## config.mk

```make
export PLATFORM = sky130hd
export DESIGN_NAME = rv_lsu
export DESIGN_NICKNAME = d
export VERILOG_FILES = /design/src/rtl/rv_pkg.sv /design/src/rtl/rv_lsu_align.sv /design/src/rtl/rv_lsu.sv
export SDC_FILE = /design/constraint.sdc
export NUM_CORES = 1
export LEC_CHECK = 0
export ABC_AREA = 0
export BUFFER_PORTS_ARGS = -buffer_cell sky130_fd_sc_hd__buf_2
export CAP_MARGIN = 20
export CORE_MARGIN = 3
export CORE_UTILIZATION = 38
export CTS_CLUSTER_DIAMETER = 200
export DETAILED_ROUTE_END_ITERATION = 10
export GPL_TIMING_DRIVEN = 0
export SYNTH_ARGS = -nofsm -noshare
export SYNTH_HDL_FRONTEND = slang
export SYNTH_SLANG_ARGS = --single-unit
```

## constraint.sdc

```tcl
create_clock -name clk -period 4.1 [get_ports clk]
set_input_delay 0.205 -clock clk [delete_from_list [all_inputs] [get_ports clk]]
set_output_delay 0.205 -clock clk [all_outputs]
set_load 0.1 [all_outputs]
```

## src/rtl/rv_pkg.sv

```systemverilog
// Shared RISC-V LSU definitions: opcode/funct3 codes and the LSU state encoding.
package rv_pkg;

  localparam logic [6:0] OPC_LOAD  = 7'b0000011;
  localparam logic [6:0] OPC_STORE = 7'b0100011;

  localparam logic [2:0] F3_LOAD_LB  = 3'd0;
  localparam logic [2:0] F3_LOAD_LH  = 3'd1;
  localparam logic [2:0] F3_LOAD_LW  = 3'd2;
  localparam logic [2:0] F3_LOAD_LD  = 3'd3;
  localparam logic [2:0] F3_LOAD_LBU = 3'd4;
  localparam logic [2:0] F3_LOAD_LHU = 3'd5;
  localparam logic [2:0] F3_LOAD_LWU = 3'd6;

  localparam logic [2:0] F3_STORE_SB = 3'd0;
  localparam logic [2:0] F3_STORE_SH = 3'd1;
  localparam logic [2:0] F3_STORE_SW = 3'd2;
  localparam logic [2:0] F3_STORE_SD = 3'd3;

  typedef enum logic [1:0] {
    ST_IDLE = 2'd0,
    ST_MEM  = 2'd1,
    ST_RESP = 2'd2
  } lsu_state_e;

endpackage

```

## src/rtl/rv_lsu_align.sv

```systemverilog
// Combinational lane logic: legality/alignment check, store strobes and data
// placement, load lane extraction with sign/zero extension.
module rv_lsu_align
  import rv_pkg::*;
#(
  parameter int unsigned XLEN = 32
) (
  input  logic                      write,
  input  logic [2:0]                func3,
  input  logic [$clog2(XLEN/8)-1:0] lane,
  input  logic [XLEN-1:0]           wdata,
  input  logic [XLEN-1:0]           rdata,
  output logic                      legal_c,
  output logic [XLEN/8-1:0]         wstrb_c,
  output logic [XLEN-1:0]           wdata_c,
  output logic [XLEN-1:0]           rdata_c
);

  localparam int unsigned STRB_W  = XLEN / 8;
  localparam int unsigned LANE_W  = $clog2(STRB_W);
  localparam logic        IS_RV64 = (XLEN == 64);

  logic              f3_ok;
  logic              sbit;
  logic [LANE_W-1:0] amask;
  logic [7:0]        size_mask;
  logic [XLEN-1:0]   shifted;
  logic [XLEN-1:0]   keep;
  logic [LANE_W+2:0] bit_sh;

  assign bit_sh = {lane, 3'b000};

  // Width codes are shared by loads and stores in func3[1:0]; func3[2] marks unsigned loads.
  always_comb begin
    f3_ok = 1'b0;
    if (write) begin
      case (func3)
        F3_STORE_SB, F3_STORE_SH, F3_STORE_SW: f3_ok = 1'b1;
        F3_STORE_SD:                           f3_ok = IS_RV64;
        default:                               f3_ok = 1'b0;
      endcase
    end else begin
      case (func3)
        F3_LOAD_LB, F3_LOAD_LH, F3_LOAD_LW,
        F3_LOAD_LBU, F3_LOAD_LHU:              f3_ok = 1'b1;
        F3_LOAD_LD, F3_LOAD_LWU:               f3_ok = IS_RV64;
        default:                               f3_ok = 1'b0;
      endcase
    end
  end

  always_comb begin
    amask     = '0;
    size_mask = 8'h01;
    keep      = '1;
    shifted   = rdata >> bit_sh;
    sbit      = shifted[XLEN-1];
    case (func3[1:0])
      2'd0: begin
        amask = '0;            size_mask = 8'h01;
        keep  = XLEN'(8'hFF);  sbit      = shifted[7];
      end
      2'd1: begin
        amask = LANE_W'(1);       size_mask = 8'h03;
        keep  = XLEN'(16'hFFFF);  sbit      = shifted[15];
      end
      2'd2: begin
        amask = LANE_W'(3);            size_mask = 8'h0F;
        keep  = XLEN'(32'hFFFF_FFFF);  sbit      = shifted[31];
      end
      default: begin
        amask = LANE_W'(7);  size_mask = 8'hFF;
        keep  = '1;          sbit      = shifted[XLEN-1];
      end
    endcase
  end

  assign legal_c = f3_ok && ((lane & amask) == '0);
  assign wstrb_c = STRB_W'(size_mask) << lane;
  assign wdata_c = wdata << bit_sh;
  assign rdata_c = (shifted & keep) | ((!func3[2] && sbit) ? ~keep : '0);

endmodule

```

## src/rtl/rv_lsu.sv

```systemverilog
// Load/store unit: accepts one core request, runs a single memory access and
// returns load write-back or a misalignment/illegal-access error.
module rv_lsu
  import rv_pkg::*;
#(
  parameter int unsigned XLEN   = 32,
  parameter int unsigned ADDR_W = 32
) (
  input  logic                clk,
  input  logic                rst_n,
  input  logic                req_valid,
  output logic                req_ready,
  input  logic                req_write,
  input  logic [2:0]          req_func3,
  input  logic [ADDR_W-1:0]   req_addr,
  input  logic [XLEN-1:0]     req_wdata,
  input  logic [4:0]          req_rd,
  output logic                mem_valid,
  input  logic                mem_ready,
  output logic                mem_write,
  output logic [ADDR_W-1:0]   mem_addr,
  output logic [XLEN/8-1:0]   mem_wstrb,
  output logic [XLEN-1:0]     mem_wdata,
  input  logic [XLEN-1:0]     mem_rdata,
  output logic                wb_valid,
  output logic [4:0]          wb_rd,
  output logic [XLEN-1:0]     wb_data,
  output logic                pend_valid,
  output logic [4:0]          pend_rd,
  output logic                err_valid,
  output logic [ADDR_W-1:0]   err_addr
);

  localparam int unsigned STRB_W = XLEN / 8;
  localparam int unsigned LANE_W = $clog2(STRB_W);

  lsu_state_e        state_q, state_d;
  logic              write_q, write_d;
  logic [2:0]        func3_q, func3_d;
  logic [LANE_W-1:0] lane_q, lane_d;
  logic [4:0]        rd_q, rd_d;
  logic              mem_valid_q, mem_valid_d;
  logic              mem_write_q, mem_write_d;
  logic [ADDR_W-1:0] mem_addr_q, mem_addr_d;
  logic [STRB_W-1:0] mem_wstrb_q, mem_wstrb_d;
  logic [XLEN-1:0]   mem_wdata_q, mem_wdata_d;
  logic              wb_valid_q, wb_valid_d;
  logic [4:0]        wb_rd_q, wb_rd_d;
  logic [XLEN-1:0]   wb_data_q, wb_data_d;
  logic              pend_valid_q, pend_valid_d;
  logic [4:0]        pend_rd_q, pend_rd_d;
  logic              err_valid_q, err_valid_d;
  logic [ADDR_W-1:0] err_addr_q, err_addr_d;

  logic              idle_c, accept_c, load_rd_c;
  logic              a_write_c, legal_c;
  logic [2:0]        a_func3_c;
  logic [LANE_W-1:0] a_lane_c;
  logic [STRB_W-1:0] wstrb_c;
  logic [XLEN-1:0]   wdata_c, rdata_c;

  // Ready is held low while reset is asserted so nothing is accepted then.
  assign idle_c    = (state_q == ST_IDLE);
  assign req_ready = idle_c && rst_n;
  assign accept_c  = req_valid && req_ready;
  assign load_rd_c = !req_write && (req_rd != 5'd0);

  // Align unit sees the live request in IDLE and the latched one afterwards.
  assign a_write_c = idle_c ? req_write : write_q;
  assign a_func3_c = idle_c ? req_func3 : func3_q;
  assign a_lane_c  = idle_c ? req_addr[LANE_W-1:0] : lane_q;

  rv_lsu_align #(.XLEN(XLEN)) u_align (
    .write   (a_write_c),
    .func3   (a_func3_c),
    .lane    (a_lane_c),
    .wdata   (req_wdata),
    .rdata   (mem_rdata),
    .legal_c (legal_c),
    .wstrb_c (wstrb_c),
    .wdata_c (wdata_c),
    .rdata_c (rdata_c)
  );

  always_comb begin
    state_d      = state_q;
    write_d      = write_q;
    func3_d      = func3_q;
    lane_d       = lane_q;
    rd_d         = rd_q;
    mem_valid_d  = mem_valid_q;
    mem_write_d  = mem_write_q;
    mem_addr_d   = mem_addr_q;
    mem_wstrb_d  = mem_wstrb_q;
    mem_wdata_d  = mem_wdata_q;
    pend_valid_d = pend_valid_q;
    pend_rd_d    = pend_rd_q;
    wb_valid_d   = 1'b0;
    wb_rd_d      = '0;
    wb_data_d    = '0;
    err_valid_d  = 1'b0;
    err_addr_d   = '0;
    unique case (state_q)
      ST_IDLE: begin
        if (accept_c) begin
          write_d = req_write;
          func3_d = req_func3;
          lane_d  = req_addr[LANE_W-1:0];
          rd_d    = req_rd;
          if (legal_c) begin
            state_d      = ST_MEM;
            mem_valid_d  = 1'b1;
            mem_write_d  = req_write;
            mem_addr_d   = req_addr & ~ADDR_W'(STRB_W - 1);
            mem_wstrb_d  = req_write ? wstrb_c : '0;
            mem_wdata_d  = req_write ? wdata_c : '0;
            pend_valid_d = load_rd_c;
            pend_rd_d    = load_rd_c ? req_rd : '0;
          end else begin
            state_d     = ST_RESP;
            err_valid_d = 1'b1;
            err_addr_d  = req_addr;
          end
        end
      end
      ST_MEM: begin
        if (mem_ready) begin
          state_d     = ST_RESP;
          mem_valid_d = 1'b0;
          mem_write_d = 1'b0;
          mem_addr_d  = '0;
          mem_wstrb_d = '0;
          mem_wdata_d = '0;
          if (!write_q && (rd_q != 5'd0)) begin
            wb_valid_d = 1'b1;
            wb_rd_d    = rd_q;
            wb_data_d  = rdata_c;
          end
        end
      end
      ST_RESP: begin
        state_d      = ST_IDLE;
        pend_valid_d = 1'b0;
        pend_rd_d    = '0;
      end
      default: state_d = ST_IDLE;
    endcase
  end

  always_ff @(posedge clk or negedge rst_n) begin
    if (!rst_n) begin
      state_q      <= ST_IDLE;
      write_q      <= 1'b0;
      func3_q      <= '0;
      lane_q       <= '0;
      rd_q         <= '0;
      mem_valid_q  <= 1'b0;
      mem_write_q  <= 1'b0;
      mem_addr_q   <= '0;
      mem_wstrb_q  <= '0;
      mem_wdata_q  <= '0;
      wb_valid_q   <= 1'b0;
      wb_rd_q      <= '0;
      wb_data_q    <= '0;
      pend_valid_q <= 1'b0;
      pend_rd_q    <= '0;
      err_valid_q  <= 1'b0;
      err_addr_q   <= '0;
    end else begin
      state_q      <= state_d;
      write_q      <= write_d;
      func3_q      <= func3_d;
      lane_q       <= lane_d;
      rd_q         <= rd_d;
      mem_valid_q  <= mem_valid_d;
      mem_write_q  <= mem_write_d;
      mem_addr_q   <= mem_addr_d;
      mem_wstrb_q  <= mem_wstrb_d;
      mem_wdata_q  <= mem_wdata_d;
      wb_valid_q   <= wb_valid_d;
      wb_rd_q      <= wb_rd_d;
      wb_data_q    <= wb_data_d;
      pend_valid_q <= pend_valid_d;
      pend_rd_q    <= pend_rd_d;
      err_valid_q  <= err_valid_d;
      err_addr_q   <= err_addr_d;
    end
  end

  assign mem_valid  = mem_valid_q;
  assign mem_write  = mem_write_q;
  assign mem_addr   = mem_addr_q;
  assign mem_wstrb  = mem_wstrb_q;
  assign mem_wdata  = mem_wdata_q;
  assign wb_valid   = wb_valid_q;
  assign wb_rd      = wb_rd_q;
  assign wb_data    = wb_data_q;
  assign pend_valid = pend_valid_q;
  assign pend_rd    = pend_rd_q;
  assign err_valid  = err_valid_q;
  assign err_addr   = err_addr_q;

endmodule

```

==> results.sh, run 1 <==
export IMPL_status="finished clean"
export IMPL_worst_pin_slew_ns=0.606
export IMPL_clk_insertion_delay_late_ns=0.42
export IMPL_drc=0
export IMPL_clock_sinks=158
export IMPL_critPathBufInv=2
export IMPL_worst_path_max_fanout=10
export IMPL_synth_seq_cells=158
export IMPL_crit_type="reg2reg"
export IMPL_slew_headroom=0.596
export IMPL_post_cts_resize_count=0
export IMPL_core_um2=17600
export IMPL_io_pins=257
export IMPL_async_reset_ff_frac=1.00
export IMPL_clkSlewWorstSetupHoldPaths_ns=0.06
export IMPL_cts_tree="done"
export IMPL_syn_area_um2=6940
export IMPL_die_y_um=141
export IMPL_p_per_area_nw_per_um2=869
export IMPL_setup_viol=0
export IMPL_grt_util_met3=0.0455
export IMPL_antenna_found_initial=1
export IMPL_power_leakage_nw=5.09
export IMPL_viasPerCell=5.00
export IMPL_startpoint_type="flip-flop"
export IMPL_skew_ns=0.00982
export IMPL_synthDistinctLibCells=55
export IMPL_grt_max_degree=85
export IMPL_cp_arrival_ns=2.89
export IMPL_fin_util=0.535
export IMPL_postCtsSetupBuffers=0
export IMPL_fp_row_count=48
export IMPL_max_stage_delay_ns=0.52
export IMPL_gr_usage_all_layers=0.215
export IMPL_crit_path_frequent_cell="nand2_1"
export IMPL_cp_num_cells=8
export IMPL_area_delta_synth_final_pct=35.7
export IMPL_grt_busiest_layer="met2"
export IMPL_cts_inserted_buffers=17
export IMPL_hp_class="in2reg"
export IMPL_grt_pass1_wl_um=33500
export IMPL_holdPathStages=3
export IMPL_use_met1=0.292
export IMPL_fin_crit_sh=0.619
export IMPL_peakVddDrop_mv=0.723
export IMPL_hold_violations=0
export IMPL_fin_crit_ns=2.54
export IMPL_dieArea_um2=19900
export IMPL_synth_ff_type="dfrtp_1"
export IMPL_place_gp_congestion=0.853
export IMPL_vias=5951
export IMPL_crit_chain="buf_4 > nand3b_1 > nor2_1 > o21ai_1 > buf_2 > nor3_2 > nand2_1 > nand2_1"
export IMPL_cts_root_buffer="clkbuf_16"
export IMPL_nets=1060
export IMPL_synth_edff_count=0
export IMPL_syn_area_per_cell_um2=10.8
export IMPL_drt_total_wl_um=21400
export IMPL_ant_nets=0
export IMPL_first_pass_iters=5
export IMPL_end_kind="flip-flop"
export IMPL_maxCapViolations=0
export IMPL_htreeDepth=4
export IMPL_fill_cells=1580
export IMPL_overflow=0
export IMPL_io_buffers=253
export IMPL_report_final_slew_viol_count=0
export IMPL_rsz0062_at_grt="false"
export IMPL_dp_hpwl_um=15600
export IMPL_use_met2=0.342
export IMPL_initial_core_util=0.394
export IMPL_yosysWarnings=0
export IMPL_wl_per_cell_um=18.0
export IMPL_fmax_ghz=0.394
export IMPL_synth_cells=645
export IMPL_drt_iter0_drc=365
export IMPL_fp_dieW_um=141
export IMPL_worstRegToRegCells=8
export IMPL_cp_slowest_cell="nor3_2"
export IMPL_worstPathRequired_ns=4.46
export IMPL_yosysSeqAreaShare=0.570
export IMPL_p_total_mw=8.18
export IMPL_cts_path_max_buffers=2
export IMPL_grt_pass1_vias=6006
export IMPL_cp_top_family="simple AND/OR/NAND/NOR gates"
export IMPL_layout_drive_gt1_share=0.374
## layer usage
| layer | vias up | routed length (um) |
|---|---|---|
| met5 | - | 0 |
| met4 | 0 | 504 |
| met3 | 37 | 1240 |
| met2 | 227 | 10300 |
| met1 | 2857 | 9390 |
| li1 | 2830 | - |
## synth_stat cells (all sizes together), types with 10 or more instances
| cell type | instances | area share |
|---|---|---|
| and2 | 47 | 0.042 |
| mux2i | 30 | 0.047 |
| inv | 10 | 0.0054 |
| a21oi | 30 | 0.025 |
| nor2 | 33 | 0.019 |
| o21ai | 38 | 0.028 |
| o31ai | 18 | 0.019 |
| clkbuf | 15 | 0.0085 |
| mux2 | 28 | 0.046 |
| buf | 28 | 0.026 |
| nand2 | 114 | 0.063 |
| nand3 | 43 | 0.031 |
| dfrtp | 158 | 0.57 |
## area by class of cell
class                   instances  area (um^2)  area share
inverters                      10         37.5     0.00399
well taps                     225          282      0.0299
clock inverters                14          134      0.0142
multi-input cells             435         2710       0.288
clock buffers                  18          429      0.0456
plain buffers                  43          241      0.0257
diodes                          1         2.50    0.000266
flip-flops and latches        158         3950       0.420
repair buffers                286         1620       0.173
## metrics by stage
stage	setup TNS (ns)	setup slack, ns	hold slack (ns)	instances	cell area (um^2)
2_1_floorplan	0	2.07	-0.0906	646	6940
3_3_place_gp	-53.10	-0.671	0.412	1124	8490
3_5_place_dp	0	1.51	0.223	1125	8530
4_1_cts	0	1.47	0.0150	1189	9410
5_1_grt	0	1.28	0.0131	1190	9410
6_report	0	1.56	0.0263	1190	9410
## cell usage in the layout, fill, tap and decap left out, drive strengths merged, types with 2 or more instances in the layout
cell type,Yosys,final
o22ai,2,2
a21oi,30,30
mux2,28,28
a21boi,2,2
nand3,43,43
clkbuf,15,33
a211oi,8,8
a32o,8,8
or4,2,2
o211ai,3,3
a21o,3,3
mux2i,30,30
nor3b,2,2
clkinv,0,4
inv,10,15
dlygate4sd3,0,32
and3,2,2
nor4,2,2
a22o,6,6
buf,28,282
o31ai,18,18
and2,47,47
nor3,3,3
o21ai,38,38
dfrtp,158,158
nand2,114,114
clkinvlp,0,4
nor2,33,33
conb,1,2
## path summary, 6_finish.rpt
path | start | endpoint | slack, ns
min reg2reg | mem_valid | mem_valid | 0.48
max in group asynchronous | rst_n | wb_data[23] | 2.96
min in group asynchronous | rst_n | err_addr[3] | 0.34
max | state_q[1] | wb_data[29] | 1.56
min | mem_rdata[27] | wb_data[27] | 0.03
max reg2reg | state_q[1] | wb_data[29] | 1.56
## worst reg2reg max path, delay by kind of cell (launching register included)
kind / cells / cell delay (ns)
simple gates: 5 / 1.48
compound gates: 1 / 0.21
flops: 1 / 0.36
buf+inv: 2 / 0.42
## report_power, final
part / internal (mW) / switching [mW] / total [mW]
sequential: 1.96 / 0.230 / 2.19
clock: 0.846 / 0.662 / 1.51
combinational: 0.837 / 3.65 / 4.48
total: 3.64 / 4.54 / 8.18
## registers in the layout, indices dropped and copies added (netlist names), 2 cells and up
| name | flops |
|---|---|
| rd_q | 5 |
| wb_rd | 5 |
| mem_wdata | 32 |
| err_addr | 32 |
| lane_q | 2 |
| mem_wstrb | 4 |
| mem_addr | 30 |
| func3_q | 3 |
| wb_data | 32 |
| state_q | 2 |
| pend_rd | 5 |
## kinds of logic after synthesis
kind of cell	synth area share
compound gates	0.120
buf+inv	0.0402
flops	0.570
mux	0.0934
other cells	0.000541
simple gates	0.176
## timing repair
action,CTS,global route
hold endpoints to repair,122,0
endpoints found under the setup margin,0,0
hold buffers,32,0
Power figures use the tool's default switching activity.
==> run 2, diff against run 1 <==
- clock period: 4.1 -> 2.4 ns (I/O delays scaled with it)
==> run 2 against run 1 <==
The run now ends with hold timing left. Flip-flop and latch count unchanged. Register-to-register slack lost 1.4 ns. Core utilization rose by 1.6 points. Power grew 72%. Setup slack got worse by 1.4 ns. Global-route usage rose by 0.30 points. Critical path depth did not move. Sequential power rose by 71%. Critical path type unchanged. Highest routed layer unchanged.
==> results.sh, run 2 (synthesis gave the netlist of run 1 again) <==
export IMPL_final_setup_tns_ns=0
export IMPL_power_leakage_nw=5.22
export IMPL_setup_viol=0
export IMPL_mostFrequentLayoutCell="buf_2"
export IMPL_drc=0
export IMPL_max_stage_delay_ns=0.36
export IMPL_fin_crit_ns=2.26
export IMPL_cts_inserted_buffers=17
export IMPL_area_delta_synth_final_pct=39.7
export IMPL_slew_headroom=0.593
export IMPL_dieArea_um2=19900
export IMPL_timing_rr_start="state_q[1]"
export IMPL_dp_hpwl_um=15600
export IMPL_fill_cells=1544
export IMPL_fp_row_count=48
export IMPL_overflow=0
export IMPL_cp_num_cells=8
export IMPL_crit_type="reg2reg"
export IMPL_worst_path_max_fanout=10
export IMPL_ant_nets=0
export IMPL_clock_sinks=158
export IMPL_cts_tree="done"
export IMPL_wl_per_cell_um=17.8
export IMPL_fin_crit_sh=0.941
export IMPL_nets=1087
export IMPL_p_per_area_nw_per_um2=1450
export IMPL_initial_core_util=0.394
export IMPL_whs_ns=-0.345
export IMPL_crit_chain="buf_4 > nor2_4 > buf_6 > mux2_4 > a21oi_4 > nand2_4 > a21o_1 > a22o_1"
export IMPL_grt_max_degree=85
export IMPL_crit_start="state_q[1]"
export IMPL_clk_insertion_delay_late_ns=0.42
export IMPL_worstPathRequired_ns=2.72
export IMPL_critPathCapture="pend_valid"
export IMPL_worst_pin_slew_ns=0.611
export IMPL_end_kind="flip-flop"
export IMPL_status="finished with violations"
export IMPL_cp_arrival_ns=2.57
export IMPL_place_area_um2=8530
export IMPL_first_pass_iters=5
export IMPL_ctsHoldBuffers=53
export IMPL_drt_iter0_drc=423
export IMPL_io_pins=257
export IMPL_place_gp_congestion=0.853
export IMPL_layout_common_cells="buf_2 (265), dfrtp_1 (158), nand2_1 (112)"
export IMPL_hold_violations=77
export IMPL_clkSlewWorstSetupHoldPaths_ns=0.07
export IMPL_core_um2=17600
export IMPL_gr_usage_all_layers=0.218
export IMPL_startpoint_type="flip-flop"
export IMPL_fp_dieW_um=141
export IMPL_cp_slowest_cell="dfrtp_1"
export IMPL_antenna_found_initial=1
export IMPL_peakVddDrop_mv=1.23
export IMPL_hp_class="in2async"
export IMPL_fmax_ghz=0.443
export IMPL_layout_drive_gt1_share=0.374
export IMPL_vias=6103
export IMPL_rsz0062_at_grt="true"
export IMPL_htreeDepth=4
export IMPL_drt_total_wl_um=21700
export IMPL_cts_root_buffer="clkbuf_16"
export IMPL_io_buffers=253
export IMPL_cp_top_family="compound AO/OA/AOI/OAI gates"
export IMPL_skew_ns=0.0111
export IMPL_grt_pass1_vias=6149
export IMPL_r2r_slack_ns=0.14
export IMPL_design_area_um2=9690
export IMPL_violations="hold timing"
export IMPL_viasPerCell=5.01
export IMPL_cts_path_max_buffers=2
export IMPL_die_y_um=141
export IMPL_grt_pass1_wl_um=34000
export IMPL_worst_r2r_endpoint="pend_valid"
export IMPL_maxCapViolations=0
export IMPL_report_final_slew_viol_count=0
export IMPL_critPathBufInv=2
export IMPL_worstRegToRegCells=8
run 2: changes by cell type in the layout (fill, tap and decap cells not counted), moves of 2 or more:
cell | before | now
buf_4 | 10 | 16
clkbuf_1 | 14 | 11
clkbuf_2 | 2 | 4
dlygate4sd3_1 | 32 | 53
nor2_1 | 32 | 30
nor2_2 | 0 | 2
o21ai_0 | 33 | 26
o21ai_1 | 4 | 11
run 2: power by group:
group / switching [mW] / internal, mW
sequential: 0.398 / 3.35
clock: 1.13 / 1.45
combinational: 6.26 / 1.50
run 2: metrics by stage:
step                utilization  setup slack (ns)  power [mW]  std cells  hold WS, ns
finish                    0.551             0.143        14.1       1217       -0.345
global route              0.551          -0.00971        14.7       1217       -0.315
CTS                       0.548            0.0170        14.1       1210       -0.316
detailed placement        0.484            -0.189        11.4       1125        0.138
global placement          0.482             -2.29        11.4       1124        0.327
floorplan                     -             0.368        9.94        646       -0.176
run 2: worst min-delay path by stage:
stage | start | endpoint | slack, ns
2_1_floorplan | rst_n | err_addr[0] | -0.18
3_3_place_gp | req_addr[21] | mem_addr[21] | 0.33
3_5_place_dp | rst_n | err_addr[3] | 0.14
4_1_cts | rst_n | err_addr[3] | -0.32
5_1_grt | rst_n | err_addr[3] | -0.31
6_report | rst_n | err_addr[3] | -0.35
run 2: worst reg2reg max path: cells and delay by family (launching register included):
| kind | cells | cell delay, ns |
|---|---|---|
| flops | 1 | 0.36 |
| mux | 1 | 0.37 |
| simple gates | 2 | 0.30 |
| compound gates | 3 | 0.78 |
| buf+inv | 2 | 0.36 |
run 2: repair_timing:
action / 4_1_cts / 5_1_grt
gates resized for setup: 3 / 14
hold endpoints to repair: 166 / 77
buffers inserted: 0 / 6
endpoints found under the setup margin: 10 / 40
run 2: metal layers:
metal / vias to the layer above / global-route usage / share of wire
li1: 2884 / - / -
met1: 2954 / 0.293 / 0.44
met2: 231 / 0.349 / 0.48
met3: 34 / 0.0444 / 0.058
met4: 0 / 0.0836 / 0.023
met5: - / 0 / 0
run 2: final cells by class:
type / instances / area [um^2] / area share
buffer: 43 / 246 / 0.0254
inverter: 10 / 37.5 / 0.00387
sequential: 158 / 3950 / 0.408
clock inverter: 14 / 134 / 0.0138
clock buffer: 18 / 429 / 0.0443
multi-input combinational: 435 / 2730 / 0.281
antenna: 1 / 2.50 / 0.000258
timing repair buffer: 313 / 1880 / 0.194
tap: 225 / 282 / 0.0290
==> run 3, diff against run 2 <==
- SYNTH_HIERARCHICAL: not set -> 1
==> run 3 against run 2 <==
The run ends with hold timing, setup timing left. Clock-buffer cell count is 1 lower. Power is 14% higher. Die area grew 5.8%. Largest power group unchanged.
==> results.sh, run 3 <==
export IMPL_p_total_mw=16.0
export IMPL_startpoint_type="flip-flop"
export IMPL_area_delta_synth_final_pct=48.4
export IMPL_max_stage_delay_ns=0.38
export IMPL_fin_crit_sh=1.12
export IMPL_cts_tree="done"
export IMPL_async_reset_ff_frac=1.00
export IMPL_maxCapViolations=0
export IMPL_peakVddDrop_mv=0.838
export IMPL_p_per_area_nw_per_um2=1470
export IMPL_synth_most_common_cell="dfrtp_1"
export IMPL_hold_violations=75
export IMPL_layout_drive_gt1_share=0.477
export IMPL_power_leakage_nw=5.39
export IMPL_vias=6431
export IMPL_cts_path_max_buffers=2
export IMPL_clkSlewWorstSetupHoldPaths_ns=0.06
export IMPL_yosysWarnings=6
export IMPL_fill_cells=1629
export IMPL_worstPathRequired_ns=2.69
export IMPL_crit_type="reg2reg"
export IMPL_place_area_um2=9220
export IMPL_drt_iter0_drc=270
export IMPL_clock_sinks=158
export IMPL_slew_headroom=0.491
export IMPL_setup_viol=105
export IMPL_syn_area_um2=7360
export IMPL_whs_ns=-0.358
export IMPL_fp_row_count=50
export IMPL_drc=0
export IMPL_dp_hpwl_um=16100
export IMPL_clk_insertion_delay_late_ns=0.42
export IMPL_worst_pin_slew_ns=0.763
export IMPL_htreeDepth=4
export IMPL_report_final_slew_viol_count=0
export IMPL_dieArea_um2=21100
export IMPL_fin_crit_ns=2.69
export IMPL_skew_ns=0.0103
export IMPL_ctsHoldBuffers=42
export IMPL_drt_total_wl_um=23100
export IMPL_cts_inserted_buffers=17
export IMPL_io_buffers=254
export IMPL_worst_path_max_fanout=6
export IMPL_die_y_um=145
export IMPL_crit_chain="buf_6 > nor2_4 > mux2_4 > buf_8 > buf_8 > a21oi_4 > a22o_1 > clkbuf_8 > nand4b_4 > buf_6 > a21o_4 > clkbuf_16 > o2bb2ai_2"
export IMPL_synth_cells=628
export IMPL_synth_common_cells="dfrtp_1 (158), and2_1 (78), a22o_1 (37), nand2_1 (33), mux2_2 (32)"
export IMPL_synth_ff_type="dfrtp_1"
export IMPL_place_gp_congestion=0.889
export IMPL_mostFrequentLayoutCell="buf_2"
export IMPL_wl_per_cell_um=18.4
export IMPL_status="finished with violations"
export IMPL_initial_core_util=0.389
export IMPL_ant_nets=0
export IMPL_first_pass_iters=5
export IMPL_rsz0062_at_grt="true"
export IMPL_synth_seq_cells=158
export IMPL_nets=1087
export IMPL_violations="hold timing, setup timing"
export IMPL_synth_edff_count=0
export IMPL_fp_dieW_um=145
export IMPL_synth_top_cell_by_area="dfrtp_1"
export IMPL_synthDistinctLibCells=48
export IMPL_grt_pass1_vias=6443
export IMPL_grt_max_degree=88
export IMPL_yosys_top_cells_area="dfrtp_1 (54%), and2_1 (6.6%), mux2_2 (4.9%)"
export IMPL_core_um2=18900
export IMPL_antenna_found_initial=1
export IMPL_viasPerCell=5.14
export IMPL_end_kind="flip-flop"
export IMPL_syn_area_per_cell_um2=11.7
export IMPL_grt_pass1_wl_um=36700
export IMPL_overflow=0
export IMPL_layout_common_cells="buf_2 (265), dfrtp_1 (158), and2_1 (71)"
export IMPL_fin_ws_ns=-0.295
export IMPL_r2r_slack_ns=-0.29
export IMPL_yosysSeqAreaShare=0.537
export IMPL_hp_class="in2async"
export IMPL_design_area_um2=10900
export IMPL_fmax_ghz=0.371
export IMPL_synth_top_cell_area_share=0.537
export IMPL_io_pins=257
export IMPL_gr_usage_all_layers=0.214
export IMPL_cp_arrival_ns=2.98
export IMPL_cts_root_buffer="clkbuf_16"
export IMPL_cp_slowest_cell="dfrtp_1"
-- run 3: routing by layer --
layer | track usage | vias up | share of wire | wire, um
li1 | - | 3010 | - | -
met1 | 0.296 | 3127 | 0.44 | 10100
met2 | 0.339 | 273 | 0.47 | 10900
met3 | 0.0584 | 21 | 0.077 | 1770
met4 | 0.0494 | 0 | 0.013 | 298
met5 | 0 | - | 0 | 0
-- run 3: path summary, 6_finish.rpt --
| kind | end | cells past startpoint | startpoint |
|---|---|---|---|
| min in group clk | wb_data[24] | 4 | mem_rdata[24] |
| hold reg to reg | mem_write | 1 | mem_write |
| setup / recovery | mem_addr[12] | 13 | state_q[0] |
| setup reg to reg | mem_addr[12] | 13 | state_q[0] |
| max in group asynchronous | mem_wdata[31] | 2 | rst_n |
| hold / removal | err_addr[30] | 1 | rst_n |
-- run 3: cell type report --
| class | instances | area [um^2] | share of cell area |
|---|---|---|---|
| diodes | 1 | 2.50 | 0.000229 |
| clock inverters | 15 | 153 | 0.0140 |
| inverters | 10 | 45.0 | 0.00413 |
| plain buffers | 56 | 510 | 0.0468 |
| clock buffers | 17 | 425 | 0.0390 |
| repair buffers | 334 | 2100 | 0.192 |
| well taps | 260 | 325 | 0.0298 |
| multi-input cells | 401 | 3400 | 0.312 |
| flip-flops and latches | 158 | 3950 | 0.362 |
-- run 3: report_power, final --
| part | internal (mW) | total, mW | switching [mW] |
|---|---|---|---|
| combinational | 2.85 | 9.66 | 6.80 |
| clock | 1.47 | 2.67 | 1.20 |
| sequential | 3.30 | 3.68 | 0.383 |
-- run 3: metrics by stage --
step,utilization,setup TNS (ns),cells,hold WS [ns],setup WS (ns)
6_report,0.578,-24.21,1252,-0.358,-0.295
4_1_cts,0.559,-23.44,1237,-0.324,-0.296
3_5_place_dp,0.488,-45.14,1144,0.126,-0.577
5_1_grt,0.578,-36.16,1252,-0.314,-0.406
3_3_place_gp,0.486,-448.60,1143,0.350,-2.07
2_1_floorplan,-,-7.49,629,-0.176,-0.158
-- run 3: critical path: cells and delay by family (launching register included) --
kind,cells,cell delay [ns]
buffers and inverters,6,0.86
and+or+nand+nor,2,0.28
DFF,1,0.38
muxes,1,0.36
AOI/OAI and AO/OA,4,0.69
-- run 3: timing repair --
| action | in CTS | in global routing |
|---|---|---|
| hold endpoints to repair | 123 | 75 |
| resized for setup | 35 | 58 |
| buffers inserted | 17 | 12 |
| cloned | 4 | 4 |
| pin swaps | 17 | 12 |
| endpoints found under the setup margin | 130 | 132 |
-- run 3: cells by family after synthesis --
kind of cell,share of synthesized area
other,0.000510
and+or+nand+nor,0.119
DFF,0.537
muxes,0.0850
buffers and inverters,0.0566
xor gates and xnor gates,0.00119
AOI/OAI and AO/OA,0.200
